==> src/rtl/program_counter_stack_if.sv <==
// Control/status bundle between AP_ctrl (master) and the program counter
// (slave).
//   master drives: fetch handshake (ins_inp_valid, ins_cache_rdy, ins_sent),
//                  load_times, and the jmp/call/ret/iret requests with their
//                  byte-address targets. It also drives the interrupt level
//                  int_req.
//   slave drives:  addr_ins, addr_cur_ins, stack_depth, int_active,
//                  stack_ovf, stack_udf, fetch_stall, prog_done.
interface program_counter_stack_if #(
  parameter int ADDR_WIDTH_MEM  = 16,
  parameter int DDR_ADDR_WIDTH  = 28,
  parameter int STACK_PTR_WIDTH = 4,
  parameter int LOAD_CNT_WIDTH  = 10
);
  logic                       ins_inp_valid;
  logic                       ins_cache_rdy;
  logic                       ins_sent;
  logic [LOAD_CNT_WIDTH-1:0]  load_times;
  logic                       jmp_valid;
  logic [DDR_ADDR_WIDTH-1:0]  jmp_addr;
  logic                       call_valid;
  logic [DDR_ADDR_WIDTH-1:0]  call_addr;
  logic                       ret_valid;
  logic                       iret_valid;
  // Interrupt request level; "int" is a reserved word, hence int_req.
  logic                       int_req;

  logic [ADDR_WIDTH_MEM-1:0]  addr_ins;
  logic [ADDR_WIDTH_MEM-1:0]  addr_cur_ins;
  logic [STACK_PTR_WIDTH-1:0] stack_depth;
  logic                       int_active;
  logic                       stack_ovf;
  logic                       stack_udf;
  logic                       fetch_stall;
  logic                       prog_done;

  modport master (
    output ins_inp_valid, ins_cache_rdy, ins_sent, load_times,
           jmp_valid, jmp_addr, call_valid, call_addr,
           ret_valid, iret_valid, int_req,
    input  addr_ins, addr_cur_ins, stack_depth, int_active,
           stack_ovf, stack_udf, fetch_stall, prog_done
  );

  modport slave (
    input  ins_inp_valid, ins_cache_rdy, ins_sent, load_times,
           jmp_valid, jmp_addr, call_valid, call_addr,
           ret_valid, iret_valid, int_req,
    output addr_ins, addr_cur_ins, stack_depth, int_active,
           stack_ovf, stack_udf, fetch_stall, prog_done
  );
endinterface

==> src/rtl/program_counter_stack.sv <==
// Instruction program counter with hardware return stack.
// Produces the instruction-cache fetch address (addr_ins) and the current
// instruction address (addr_cur_ins). Supports call/ret through a return
// stack, edge-detected interrupts entering at INT_VECTOR with iret, byte
// address jumps scaled by INS_SHIFT, and sticky stack overflow/underflow.
// Ports:
//   clk  - system clock, all state on the rising edge
//   rst  - asynchronous active-low reset
//   bus  - slave side of program_counter_stack_if (requests in, status out)
module program_counter_stack #(
  parameter int ADDR_WIDTH_MEM  = 16,
  parameter int ISA_DEPTH       = 64,
  parameter int TOTAL_ISA_DEPTH = 128,
  parameter int DDR_ADDR_WIDTH  = 28,
  parameter int INS_SHIFT       = 3,
  parameter int STACK_DEPTH     = 8,
  parameter int STACK_PTR_WIDTH = 4,
  parameter int LOAD_CNT_WIDTH  = 10,
  parameter int INT_VECTOR      = 112
) (
  input logic                    clk,
  input logic                    rst,
  program_counter_stack_if.slave bus
);

  localparam int IDX_W = (STACK_DEPTH > 1) ? $clog2(STACK_DEPTH) : 1;
  localparam int WIN_W = ADDR_WIDTH_MEM + LOAD_CNT_WIDTH;

  localparam logic [STACK_PTR_WIDTH-1:0] DEPTH_FULL = STACK_PTR_WIDTH'(STACK_DEPTH);
  localparam logic [ADDR_WIDTH_MEM-1:0]  PROG_END   = ADDR_WIDTH_MEM'(TOTAL_ISA_DEPTH);
  localparam logic [ADDR_WIDTH_MEM-1:0]  INT_VEC    = ADDR_WIDTH_MEM'(INT_VECTOR);
  localparam logic [WIN_W-1:0]           WIN_SIZE   = WIN_W'(ISA_DEPTH);

  typedef enum logic [2:0] {
    ACT_HOLD,
    ACT_INT_ENTRY,
    ACT_IRET,
    ACT_RET,
    ACT_CALL,
    ACT_JMP,
    ACT_ADVANCE
  } action_e;

  function automatic logic [ADDR_WIDTH_MEM-1:0] target(
    input logic [DDR_ADDR_WIDTH-1:0] byte_addr
  );
    return ADDR_WIDTH_MEM'(byte_addr >> INS_SHIFT);
  endfunction

  logic [ADDR_WIDTH_MEM-1:0]  addr_ins_q, addr_ins_d;
  logic [ADDR_WIDTH_MEM-1:0]  addr_cur_ins_q, addr_cur_ins_d;
  logic [STACK_PTR_WIDTH-1:0] sp_q, sp_d;
  logic                       int_active_q, int_active_d;
  logic                       stack_ovf_q, stack_ovf_d;
  logic                       stack_udf_q, stack_udf_d;
  logic                       int_pend_q, int_pend_d;
  logic                       int_d_q, int_d_d;

  logic [ADDR_WIDTH_MEM-1:0]  stack_mem [STACK_DEPTH];

  action_e                    action;
  logic                       push_en;
  logic                       stack_full;
  logic                       stack_empty;
  logic [STACK_PTR_WIDTH-1:0] sp_dec;
  logic [ADDR_WIDTH_MEM-1:0]  pop_data;
  logic [WIN_W-1:0]           win_limit;
  logic                       at_window_end;
  logic                       below_end;
  logic                       int_rise;
  logic                       pend_eff;

  assign stack_full    = (sp_q >= DEPTH_FULL);
  assign stack_empty   = (sp_q == '0);
  assign sp_dec        = sp_q - STACK_PTR_WIDTH'(1);
  assign pop_data      = stack_mem[sp_dec[IDX_W-1:0]];

  // Window limit kept at full product width so large load_times never alias.
  assign win_limit     = WIN_SIZE * WIN_W'(bus.load_times);
  assign at_window_end = ({{LOAD_CNT_WIDTH{1'b0}}, addr_ins_q} == win_limit);
  assign below_end     = (addr_ins_q < PROG_END);

  // An edge seen this cycle is serviceable in the same cycle, so the
  // interrupt enters one clock after int rises and beats a colliding call/jmp.
  assign int_rise      = bus.int_req & ~int_d_q;
  assign pend_eff      = int_pend_q | int_rise;

  always_comb begin
    action = ACT_HOLD;
    if (pend_eff && !int_active_q && !stack_full) begin
      action = ACT_INT_ENTRY;
    end else if (bus.iret_valid && int_active_q) begin
      action = ACT_IRET;
    end else if (bus.ret_valid) begin
      action = ACT_RET;
    end else if (bus.call_valid) begin
      action = ACT_CALL;
    end else if (bus.jmp_valid) begin
      action = ACT_JMP;
    end else if (bus.ins_inp_valid && bus.ins_cache_rdy && bus.ins_sent &&
                 below_end && !at_window_end) begin
      action = ACT_ADVANCE;
    end
  end

  always_comb begin
    addr_ins_d     = addr_ins_q;
    sp_d           = sp_q;
    int_active_d   = int_active_q;
    stack_ovf_d    = stack_ovf_q;
    stack_udf_d    = stack_udf_q;
    push_en        = 1'b0;

    unique case (action)
      ACT_INT_ENTRY: begin
        push_en      = 1'b1;
        sp_d         = sp_q + STACK_PTR_WIDTH'(1);
        addr_ins_d   = INT_VEC;
        int_active_d = 1'b1;
      end
      ACT_IRET: begin
        int_active_d = 1'b0;
        if (stack_empty) begin
          stack_udf_d = 1'b1;
        end else begin
          addr_ins_d = pop_data;
          sp_d       = sp_dec;
        end
      end
      ACT_RET: begin
        if (stack_empty) begin
          stack_udf_d = 1'b1;
        end else begin
          addr_ins_d = pop_data;
          sp_d       = sp_dec;
        end
      end
      ACT_CALL: begin
        if (stack_full) begin
          stack_ovf_d = 1'b1;
        end else begin
          push_en    = 1'b1;
          sp_d       = sp_q + STACK_PTR_WIDTH'(1);
          addr_ins_d = target(bus.call_addr);
        end
      end
      ACT_JMP:     addr_ins_d = target(bus.jmp_addr);
      ACT_ADVANCE: addr_ins_d = addr_ins_q + ADDR_WIDTH_MEM'(1);
      default:     ;
    endcase

    addr_cur_ins_d = addr_ins_d;
    int_pend_d     = pend_eff & (action != ACT_INT_ENTRY);
    int_d_d        = bus.int_req;
  end

  always_ff @(posedge clk or negedge rst) begin
    if (!rst) begin
      addr_ins_q     <= '0;
      addr_cur_ins_q <= '0;
      sp_q           <= '0;
      int_active_q   <= 1'b0;
      stack_ovf_q    <= 1'b0;
      stack_udf_q    <= 1'b0;
      int_pend_q     <= 1'b0;
      int_d_q        <= 1'b0;
    end else begin
      addr_ins_q     <= addr_ins_d;
      addr_cur_ins_q <= addr_cur_ins_d;
      sp_q           <= sp_d;
      int_active_q   <= int_active_d;
      stack_ovf_q    <= stack_ovf_d;
      stack_udf_q    <= stack_udf_d;
      int_pend_q     <= int_pend_d;
      int_d_q        <= int_d_d;
    end
  end

  // Stack storage needs no reset; only entries below sp_q are ever read.
  always_ff @(posedge clk) begin
    if (push_en) begin
      stack_mem[sp_q[IDX_W-1:0]] <= addr_ins_q;
    end
  end

  assign bus.addr_ins     = addr_ins_q;
  assign bus.addr_cur_ins = addr_cur_ins_q;
  assign bus.stack_depth  = sp_q;
  assign bus.int_active   = int_active_q;
  assign bus.stack_ovf    = stack_ovf_q;
  assign bus.stack_udf    = stack_udf_q;
  assign bus.fetch_stall  = bus.ins_inp_valid & at_window_end & below_end;
  assign bus.prog_done    = (addr_ins_q == PROG_END);

endmodule

==> src/flat_wrapper.sv <==
// flat-port wrapper written by rule: the top's interface ports become plain ports
module program_counter_stack_flat 
#(
  parameter int ADDR_WIDTH_MEM  = 16,
  parameter int ISA_DEPTH       = 64,
  parameter int TOTAL_ISA_DEPTH = 128,
  parameter int DDR_ADDR_WIDTH  = 28,
  parameter int INS_SHIFT       = 3,
  parameter int STACK_DEPTH     = 8,
  parameter int STACK_PTR_WIDTH = 4,
  parameter int LOAD_CNT_WIDTH  = 10,
  parameter int INT_VECTOR      = 112
)
  (clk, rst, bus_ins_inp_valid, bus_ins_cache_rdy, bus_ins_sent, bus_load_times, bus_jmp_valid, bus_jmp_addr, bus_call_valid, bus_call_addr, bus_ret_valid, bus_iret_valid, bus_int_req, bus_addr_ins, bus_addr_cur_ins, bus_stack_depth, bus_int_active, bus_stack_ovf, bus_stack_udf, bus_fetch_stall, bus_prog_done);
  program_counter_stack_if #(.ADDR_WIDTH_MEM(ADDR_WIDTH_MEM), .DDR_ADDR_WIDTH(DDR_ADDR_WIDTH), .STACK_PTR_WIDTH(STACK_PTR_WIDTH), .LOAD_CNT_WIDTH(LOAD_CNT_WIDTH)) bus_i ();
  input logic clk;
  input logic rst;
  input wire logic [$bits(bus_i.ins_inp_valid)-1:0] bus_ins_inp_valid;
  input wire logic [$bits(bus_i.ins_cache_rdy)-1:0] bus_ins_cache_rdy;
  input wire logic [$bits(bus_i.ins_sent)-1:0] bus_ins_sent;
  input wire logic [$bits(bus_i.load_times)-1:0] bus_load_times;
  input wire logic [$bits(bus_i.jmp_valid)-1:0] bus_jmp_valid;
  input wire logic [$bits(bus_i.jmp_addr)-1:0] bus_jmp_addr;
  input wire logic [$bits(bus_i.call_valid)-1:0] bus_call_valid;
  input wire logic [$bits(bus_i.call_addr)-1:0] bus_call_addr;
  input wire logic [$bits(bus_i.ret_valid)-1:0] bus_ret_valid;
  input wire logic [$bits(bus_i.iret_valid)-1:0] bus_iret_valid;
  input wire logic [$bits(bus_i.int_req)-1:0] bus_int_req;
  output wire logic [$bits(bus_i.addr_ins)-1:0] bus_addr_ins;
  output wire logic [$bits(bus_i.addr_cur_ins)-1:0] bus_addr_cur_ins;
  output wire logic [$bits(bus_i.stack_depth)-1:0] bus_stack_depth;
  output wire logic [$bits(bus_i.int_active)-1:0] bus_int_active;
  output wire logic [$bits(bus_i.stack_ovf)-1:0] bus_stack_ovf;
  output wire logic [$bits(bus_i.stack_udf)-1:0] bus_stack_udf;
  output wire logic [$bits(bus_i.fetch_stall)-1:0] bus_fetch_stall;
  output wire logic [$bits(bus_i.prog_done)-1:0] bus_prog_done;
  assign bus_i.ins_inp_valid = bus_ins_inp_valid;
  assign bus_i.ins_cache_rdy = bus_ins_cache_rdy;
  assign bus_i.ins_sent = bus_ins_sent;
  assign bus_i.load_times = bus_load_times;
  assign bus_i.jmp_valid = bus_jmp_valid;
  assign bus_i.jmp_addr = bus_jmp_addr;
  assign bus_i.call_valid = bus_call_valid;
  assign bus_i.call_addr = bus_call_addr;
  assign bus_i.ret_valid = bus_ret_valid;
  assign bus_i.iret_valid = bus_iret_valid;
  assign bus_i.int_req = bus_int_req;
  assign bus_addr_ins = bus_i.addr_ins;
  assign bus_addr_cur_ins = bus_i.addr_cur_ins;
  assign bus_stack_depth = bus_i.stack_depth;
  assign bus_int_active = bus_i.int_active;
  assign bus_stack_ovf = bus_i.stack_ovf;
  assign bus_stack_udf = bus_i.stack_udf;
  assign bus_fetch_stall = bus_i.fetch_stall;
  assign bus_prog_done = bus_i.prog_done;
  program_counter_stack #(.ADDR_WIDTH_MEM(ADDR_WIDTH_MEM), .ISA_DEPTH(ISA_DEPTH), .TOTAL_ISA_DEPTH(TOTAL_ISA_DEPTH), .DDR_ADDR_WIDTH(DDR_ADDR_WIDTH), .INS_SHIFT(INS_SHIFT), .STACK_DEPTH(STACK_DEPTH), .STACK_PTR_WIDTH(STACK_PTR_WIDTH), .LOAD_CNT_WIDTH(LOAD_CNT_WIDTH), .INT_VECTOR(INT_VECTOR)) u_core (.clk(clk), .rst(rst), .bus(bus_i));
endmodule
==> config.mk <==
export PLATFORM = sky130hd
export DESIGN_NAME = program_counter_stack_flat
export DESIGN_NICKNAME = d
export VERILOG_FILES = /design/src/rtl/program_counter_stack_if.sv /design/src/rtl/program_counter_stack.sv /design/src/flat_wrapper.sv
export SDC_FILE = /design/constraint.sdc
export NUM_CORES = 1
export LEC_CHECK = 0
export ABC_AREA = 1
export CORE_ASPECT_RATIO = 0.75
export CORE_MARGIN = 2
export CORE_UTILIZATION = 58
export DETAILED_ROUTE_END_ITERATION = 10
export PLACE_DENSITY = 0.95
export SLEW_MARGIN = 30
export SYNTH_ARGS = -nofsm -noshare
export SYNTH_HDL_FRONTEND = slang
export SYNTH_SLANG_ARGS = --single-unit
==> constraint.sdc <==
create_clock -name clk -period 6 [get_ports clk]
set_input_delay 1.2 -clock clk [delete_from_list [all_inputs] [get_ports clk]]
set_output_delay 1.2 -clock clk [all_outputs]
set_load 0.05 [all_outputs]
Word level (Yosys, flattened, before mapping) --
Memory sizes are Yosys's and may differ from the RTL's. Index checks and enable logic that the tools add are counted.
Storage, ports and cells: bits of input ports 76, register bits after elaboration 25, logic and storage cells 66, bits in writable memories 128, memories kept 1
Memories:
- u_core.stack_mem | words 8, bits a word 16, read ports 1, clocked after Yosys merged registers in 0, write ports 1, line program_counter_stack.sv:59 | logic [ADDR_WIDTH_MEM-1:0] stack_mem [STACK_DEPTH];
Cells by class: bitwise gates (word level) 6, reduce and logical (&&, ||, !) cells 19, $lt $le $gt $ge 2, multiplexer cells 17, $add $sub $neg 3, equality and inequality tests 11
Operators with widths (count):
- one-hot mux 16 bit (5 select lines) | 1
- two-way mux 16 bit | 2
- two-way mux 3 bit | 6
- adder 16 x 1 -> 16 bit (second input constant) | 1
- == test 16 bit | 1
- == test 16 x 8 -> 1 bit (second input constant) | 1
- < comparator 16 x 8 -> 1 bit (second input constant) | 1
- one-hot mux 4 bit (3 select lines) | 1
- == test 3 bit (second input constant) | 3
- two-way mux 4 bit | 2
- logical AND 1 bit | 7
- == test 3 x 2 -> 1 bit (second input constant) | 2
- AND reduction 3 bit | 2
- nonzero test 5 bit | 1
- adder 4 x 1 -> 4 bit (second input constant) | 1
- AND 1 bit | 4
- >= comparator 4 bit (second input constant) | 1
- logical NOT 4 bit | 1
- inequality test 2 bit (second input constant) | 2
- one-hot mux 1 bit (2 select lines) | 2
- AND reduction 2 bit | 2
- subtractor 4 x 1 -> 4 bit (second input constant) | 1
- == test 3 x 1 -> 1 bit (second input constant) | 1
- logical NOT 1 bit | 3
- other kinds (7) | 9

Depth between registers and ports, before layout --
Gate-level depths: netlist of run 1.
word-level depth 14, gate-level depth with buffers 17

Least setup slack after synthesis of run 1 --
No wires, ideal clock.
kind input to register, start point in bus_int_req, end point mem u_core.stack_mem[4][0] (enable), required time 5.591 ns, arrival time 3.301 ns, library setup time 0.409 ns, buffers on the path 0, setup slack 2.290 ns, stages 9, path through a21oi_2 > nor2_1 > nand2_2 > inv_2 > nor3_4 > nand3_4 > nor2_8 > o21ai_2 > nor3_1
Between the ends: word-level cells in the longest chain between the ends 9, elaborated cells on any way between the ends 10
RTL lines:
- start, declared | line flat_wrapper.sv:28 | input wire logic [$bits(bus_i.int_req)-1:0] bus_int_req;
- AND 1 bit * | line program_counter_stack.sv:85 | assign int_rise = bus.int_req & ~int_d_q;
- bitwise OR 1 bit * | line program_counter_stack.sv:86 | assign pend_eff = int_pend_q | int_rise;
- logical AND 1 bit * (2 in series) | line program_counter_stack.sv:90 | if (pend_eff && !int_active_q && !stack_full) begin
- two-way mux 3 bit * | line program_counter_stack.sv:90
- == test 3 bit / == test 3 x 1 -> 1 bit (equally long branches) | line program_counter_stack.sv:114 | unique case (action)
- one-hot mux 1 bit (2 select lines) * | line program_counter_stack.sv:114
- two-way mux 1 bit * | line program_counter_stack.sv:181 | if (push_en) begin
- two-way mux 1 bit (implied by the code) * | line program_counter_stack.sv:182 | stack_mem[sp_q[IDX_W-1:0]] <= addr_ins_q;
- end, declared | line program_counter_stack.sv:59
Mark *: on every way between the ends. The rest lies on a longest branch, timed or not.

Final worst setup path of run 1 --
start point in bus_load_times[5], end point out bus_fetch_stall
Between the ends: word-level cells in the longest chain between the ends 3
RTL lines:
- start, declared | line flat_wrapper.sv:21 | input wire logic [$bits(bus_i.load_times)-1:0] bus_load_times;
- == test 16 bit | line program_counter_stack.sv:80 | assign at_window_end = ({{LOAD_CNT_WIDTH{1'b0}}, addr_ins_q} == win_limit);
- AND 1 bit (2 in series) | line program_counter_stack.sv:192 | assign bus.fetch_stall = bus.ins_inp_valid & at_window_end & below_end;
- end, declared | line flat_wrapper.sv:35 | output wire logic [$bits(bus_i.fetch_stall)-1:0] bus_fetch_stall;
No other way between the ends.

==> flow_summary.json, run 1 <==
{
  "dominantRegCellSynth": "edfxtp_1",
  "drtIter0Drc": 823,
  "diodes": 0,
  "syn_nets": 777,
  "htree_levels": 4,
  "wl_per_cell_um": 20.3,
  "p_seq_share_pct": 31.9,
  "hold_start": "u_core.bus.stack_ovf",
  "antenna_found_initial": 1,
  "route.detailed.drc": 0,
  "cts_made_buffers": 17,
  "grt_pass1_vias": 5510,
  "path_clk_slew_ps": 60,
  "fin_setup_tns_ps": 0,
  "clkPwrFrac_pct": 21.2,
  "critPathLaunchType": "input port",
  "ios": 117,
  "die_area_um2": 13200,
  "p_int_w": 0.00291,
  "initial_core_util_pct": 60.3,
  "grt_pass1_wl_um": 29700,
  "hold_class": "reg -> reg",
  "core_area_um2": 11800,
  "die_h_um": 99.9,
  "hold_violations": 0,
  "crit_buf_inv": 4,
  "crit_top_cell": "nand2_1",
  "critPathKind": "in -> out",
  "dr.pass1.iters": 6,
  "path_max_fanout": 3,
  "dpl.hpwl_um": 12300,
  "slew_violations": 0,
  "insertion_delay_ps": 430,
  "overflow": 0,
  "synth_warnings": 0,
  "cp_slowest_cell": "clkdlybuf4s50_1",
  "port_buffers": 92,
  "cts_setup_buffers": 0,
  "cts-hold-fix-buffers": 0,
  "muxShareOfSynthArea_pct": 0,
  "ir_worst_vdd_mv": 0.392,
  "final_common_cell": "nand2_1",
  "status": "finished clean",
  "die_x_um": 132,
  "vias": 5761,
  "critPathTopFamily": "buffers and inverters",
  "holdPathEnd": "u_core.bus.stack_ovf",
  "relSlewSlack_pct": 50.3,
  "max_slew.worst_pin.slew_ps": 746,
  "synth_edf_count": 128,
  "drv_cap": 0,
  "p_sw_w": 0.00243,
  "postCtsResizedCells": 0,
  "end_kind": "primary output",
  "synth_top_family_by_area": "simple AND/OR/NAND/NOR gates",
  "powerDensity_nw_per_um2": 611,
  "syn_area_um2": 7110,
  "fp-row-count": 34,
  "placed_cell_area_um2": 8100,
  "ys_types": 41,
  "holdPathStages": 2,
  "final_area_um2": 8720,
  "fin_crit_ps": 4290,
  "place.gp.congestion": 0.950,
  "worstPathRequired_ps": 4800,
  "synth_xor_area_share_pct": 1.09,
  "wirelength_um": 19300,
  "clkSinkCount": 153,
  "cts_root_buf": "clkbuf_16",
  "setup_viol": 0,
  "power_w": 0.00533,
  "drtAntennaViolNets": 0,
  "swShare_pct": 45.5,
  "slowest_delay_ps": 810,
  "grt_max_degree": 72,
  "r2r-start": "u_core.bus.addr_ins[0]",
  "p_comb_share_pct": 46.9,
  "reg2reg_depth": 14,
  "cellLeakagePower_nw": 3.41,
  "synth_seq_cells": 153,
  "r2r_slack_ps": 2260,
  "max_freq_ghz": 0.233,
  "rsz0062_at_grt": "false",
  "tritoncts": "built",
  "synth-simple-area-share_pct": 18.6,
  "synth_fa_ha_area_share_pct": 0.704,
  "vias_per_cell": 6.06,
  "syn2layout_area_growth_pct": 22.7,
  "fin_nets": 856,
  "track_usage_pct": 30.1,
  "ys_async_sr_fraction_pct": 16.3,
  "synthCells": 697,
  "reg2reg_to": "u_core.stack_mem[5][11]",
  "drive_gt1_share_pct": 9.63,
  "cp.arrival_ps": 3090,
  "final_cell_mix": "nand2_1, edfxtp_1, clkdlybuf4s50_1",
  "clock_path_buffers": 2,
  "yosysSeqAreaShare_pct": 62.9,
  "clock_skew_ps": 9.07,
  "syn_area_per_cell_um2": 10.2,
  "worstPathCellList": "clkdlybuf4s50_1, inv_1, nand2_1, nand2_1, inv_1, nand2_1, nor2_1, nand3_1, nor2_1, clkdlybuf4s50_1",
  "synth_compound_area_share_pct": 10.1,
  "period_share_pct": 71.5
}
-- cell families after synthesis --
logic type,Yosys count
buffers and inverters,104
adders and majority gates,4
AOI/OAI and AO/OA,118
DFF,153
and+or+nand+nor,310
xor gates and xnor gates,8
-- per-layer routing --
metal	track usage [%]	wire length [um]	vias up	part of all wire, %
li1	-	-	2533	-
met1	38.8	7100	2687	37
met2	49.7	9100	474	47
met3	8.48	2530	67	13
met4	10.7	538	0	2.8
met5	0	0	-	0
-- stage by stage --
stage               setup WS (ps)  util, %  hold WS (ps)  instances
global placement             1730     68.7           449        919
detailed placement           1730     68.7           459        919
floorplan                    2290        -           472        697
global route                 1580     74.0           510        951
finish                       1710     74.0           481        951
CTS                          1710     74.0           485        951
-- final cells by class --
| cell class | instances | area (um^2) |
|---|---|---|
| Clock inverter | 15 | 200 |
| Inverter | 57 | 216 |
| Timing Repair Buffer | 107 | 1030 |
| Sequential cell | 153 | 4470 |
| Multi-Input combinational cell | 440 | 2170 |
| Clock buffer | 17 | 425 |
| Fill cell | 708 | 3060 |
| Tap cell | 162 | 203 |
-- tightest hold or removal path: cells and delay by family, from the launching register on --
kind	cells	cell delay [ps]
flops	1	350
simple gates	1	60
buf+inv	1	40
-- Yosys cell counts (4+ instances only) --
library cell | n | area (um^2)
a211oi_1 | 5 | 37.5
a21oi_1 | 36 | 180
a221oi_1 | 6 | 52.6
a32o_1 | 7 | 70.1
buf_2 | 4 | 20.0
buf_4 | 16 | 120
clkbuf_1 | 24 | 90.1
dfrtp_1 | 25 | 626
edfxtp_1 | 128 | 3840
ha_1 | 4 | 50.1
inv_1 | 46 | 173
inv_2 | 8 | 30.0
nand2_1 | 176 | 661
nand3_1 | 35 | 175
nand4_1 | 7 | 43.8
nor2_1 | 75 | 282
nor3_1 | 5 | 25.0
o21ai_0 | 37 | 185
o21ai_2 | 7 | 61.3
o22ai_1 | 10 | 62.6
xor2_1 | 6 | 52.6
-- flip-flops by register name, indices dropped and copies added (netlist names) --
| name | count |
|---|---|
| u_core.stack_mem | 128 |
| u_core.bus.addr_ins | 16 |
| u_core.bus.stack_depth | 4 |
| u_core.bus.int_active | 1 |
| u_core.bus.stack_ovf | 1 |
| u_core.bus.stack_udf | 1 |
| u_core.int_d_q | 1 |
| u_core.int_pend_q | 1 |
-- how the worst max path moves through the flow --
stage	start	cells past startpoint	slack, ps	to
6_report	bus_load_times[5]	10	1710	bus_fetch_stall
5_1_grt	bus_load_times[7]	10	1580	bus_fetch_stall
4_1_cts	bus_load_times[7]	10	1710	bus_fetch_stall
3_5_place_dp	bus_load_times[7]	10	1730	bus_fetch_stall
3_3_place_gp	bus_load_times[5]	10	1730	bus_fetch_stall
2_1_floorplan	bus_int_req	9	2290	u_core.stack_mem[4][0]
-- power groups by stage --
stage	clock network, W	registers [W]	logic, W
6_report	0.00113	0.00170	0.00250
3_3_place_gp	0	0.00167	0.00230
5_1_grt	0.00117	0.00172	0.00267
4_1_cts	0.00113	0.00169	0.00245
2_1_floorplan	0	0.00182	0.00154
3_5_place_dp	0	0.00171	0.00242
Note: power is estimated with default switching activity, not from simulation.
==> inputs of run 2 (changes only) <==
--- a/config.mk
+++ b/config.mk
@@ -8,9 +8,9 @@
 export ABC_AREA = 1
 export CORE_ASPECT_RATIO = 0.75
 export CORE_MARGIN = 2
-export CORE_UTILIZATION = 58
+export CORE_UTILIZATION = 48
 export DETAILED_ROUTE_END_ITERATION = 10
-export PLACE_DENSITY = 0.95
+export PLACE_DENSITY = 0.85
 export SLEW_MARGIN = 30
 export SYNTH_ARGS = -nofsm -noshare
 export SYNTH_HDL_FRONTEND = slang
==> constraint.sdc (replaced) <==
create_clock -name clk -period 3.6 [get_ports clk]
set_input_delay 0.72 -clock clk [delete_from_list [all_inputs] [get_ports clk]]
set_output_delay 0.72 -clock clk [all_outputs]
set_load 0.05 [all_outputs]
==> run 2 against run 1 <==
Compared with the run above: first-iteration DRC count grew 4.3%; global-route usage shrank 5.2 points; via count shrank 3.1%; cell area grew 0.85%; worst hold slack gained 5.6 ps; power grew 64%; sequential share of layout area shrank 0.43 points; die area grew 20%; critical path depth shrank 4; critical path type is now reg -> out; largest cell class unchanged; highest routed layer unchanged.
==> flow_summary.json, run 2 (synthesis gave the netlist of run 1 again) <==
{
  "status": "finished clean",
  "drtAntennaViolNets": 0,
  "fin_setup_tns_ps": 0,
  "largest_reg_flops": 128,
  "crit_buf_inv": 3,
  "slowest_delay_ps": 810,
  "fin_nets": 868,
  "path_max_fanout": 12,
  "fillers": 1152,
  "port_buffers": 92,
  "drv_cap": 0,
  "cts_setup_buffers": 0,
  "syn2layout_area_growth_pct": 23.8,
  "track_usage_pct": 24.9,
  "p_sw_w": 0.00392,
  "end_kind": "primary output",
  "setup_viol": 0,
  "cp_slowest_cell": "clkdlybuf4s50_1",
  "finalNonFillerCells": 1000,
  "rsz0062_at_grt": "false",
  "met2_usage_pct": 39.6,
  "antenna_found_initial": 0,
  "swShare_pct": 44.9,
  "wirelength_um": 18300,
  "path_clk_slew_ps": 60,
  "grt_pass1_wl_um": 29100,
  "drive_gt1_share_pct": 10.4,
  "powerDensity_nw_per_um2": 992,
  "max_freq_ghz": 0.314,
  "max_slew.worst_pin.slew_ps": 736,
  "fin_crit_ps": 3190,
  "critPathKind": "reg -> out",
  "grt_pass1_vias": 5423,
  "tritoncts": "built",
  "ir_worst_vdd_mv": 0.646,
  "die_area_um2": 15800,
  "p_comb_share_pct": 49.1,
  "worstPathRequired_ps": 2880,
  "dr.pass1.iters": 5,
  "slew_violations": 0,
  "fp-row-count": 38,
  "grt-busiest-layer": "met2",
  "hold_class": "reg -> reg",
  "route.detailed.drc": 0,
  "critPathLaunchType": "register",
  "clkPwrFrac_pct": 19.8,
  "clock_path_buffers": 2,
  "dpl.hpwl_um": 11800,
  "cts_root_buf": "clkbuf_16",
  "r2r-start": "u_core.bus.stack_depth[1]",
  "met3_usage_pct": 6.10,
  "final_cell_mix": "nand2_1, edfxtp_1, clkdlybuf4s50_1",
  "worst_slack_ps": 413,
  "diodes": 0,
  "cp.arrival_ps": 2470,
  "multi_input_area_um2": 2170,
  "htree_levels": 4,
  "vias": 5581,
  "core_area_um2": 14500,
  "r2r_slack_ps": 460,
  "worstPathCellList": "inv_1, nand4_1, nor2_1, inv_1, nor2_1, clkdlybuf4s50_1",
  "drtIter0Drc": 858,
  "vias_per_cell": 5.58,
  "final_common_cell": "nand2_1",
  "clock_skew_ps": 5.34,
  "cts-hold-fix-buffers": 0,
  "clkSinkCount": 153,
  "seqCellArea_um2": 4470,
  "p_seq_share_pct": 31.2,
  "hold_violations": 0,
  "die_x_um": 145,
  "wl_per_cell_um": 18.3,
  "dp_slack_ps": 400,
  "p_int_w": 0.00481,
  "postCtsResizedCells": 0,
  "crit_start": "u_core.bus.addr_ins[10]",
  "die_h_um": 109,
  "placed_cell_area_um2": 8230,
  "place.gp.congestion": 0.891,
  "final_area_um2": 8800,
  "ios": 117,
  "cts_made_buffers": 17,
  "relSlewSlack_pct": 50.7,
  "critPathTopFamily": "buffers and inverters",
  "met1_usage_pct": 34.5,
  "initial_core_util_pct": 49.2,
  "period_share_pct": 88.5,
  "overflow": 0,
  "grt_max_degree": 71,
  "cellLeakagePower_nw": 3.45,
  "insertion_delay_ps": 410,
  "dp.cells": 969,
  "hold_start": "u_core.bus.stack_udf"
}
## run 2: cell types whose count changed in the layout (fill, tap and decap cells not counted), sizes merged
cell / change
buf: +13
clkinvlp: -3
clkbuf: +2
clkinv: +2
bufinv: -1
clkdlybuf4s50: -1
inv: -1
## run 2: per-layer routing
| layer | vias up | part of all wire (%) |
|---|---|---|
| met1 | 2671 | 40 |
| met3 | 23 | 11 |
| met2 | 330 | 48 |
| met4 | 0 | 1.4 |
| li1 | 2557 | - |
| met5 | - | 0 |
## run 2: power groups by stage
stage | Clock (W) | Combinational [W] | Sequential [W]
after floorplan | 0 | 0.00256 | 0.00304
after global placement | 0 | 0.00406 | 0.00273
after detailed placement | 0 | 0.00419 | 0.00275
after CTS | 0.00173 | 0.00424 | 0.00272
after global routing | 0.00180 | 0.00463 | 0.00277
final | 0.00172 | 0.00428 | 0.00272
## run 2: worst paths after layout
check                                            endpoint  cells after the start
max in group asynchronous       u_core.bus.stack_depth[0]                      2
min in group asynchronous          u_core.bus.addr_ins[7]                      2
worst max-delay path                        bus_prog_done                      6
worst min register to register       u_core.bus.stack_udf                      2
worst min-delay path                 u_core.bus.stack_udf                      2
worst max register to register     u_core.bus.addr_ins[9]                      9
## run 2: final cells by class
| type | count | share of cell area, % |
|---|---|---|
| inverter | 57 | 2.46 |
| tap | 200 | 2.84 |
| clock buffer | 19 | 4.92 |
| multi-input combinational | 440 | 24.7 |
| clock inverter | 12 | 1.49 |
| timing repair buffer | 119 | 12.7 |
| sequential | 153 | 50.8 |
## run 2: metrics by stage
step	utilization [%]	power (W)	hold slack (ps)
floorplan	-	0.00560	424
global placement	57.0	0.00679	471
detailed placement	57.0	0.00694	463
CTS	60.9	0.00868	487
global route	60.9	0.00920	511
finish	60.9	0.00873	487
## run 2: worst register-to-register path, stage by stage, from the launching register on
cell and delay (ps):
dfrtp_1 500, inv_1 130, ha_1 260, xnor2_2 590
clkinv_1 580, a221oi_1 400, o21ai_0 300, nand3_1 170
nand2_1 80, o21ai_2 60
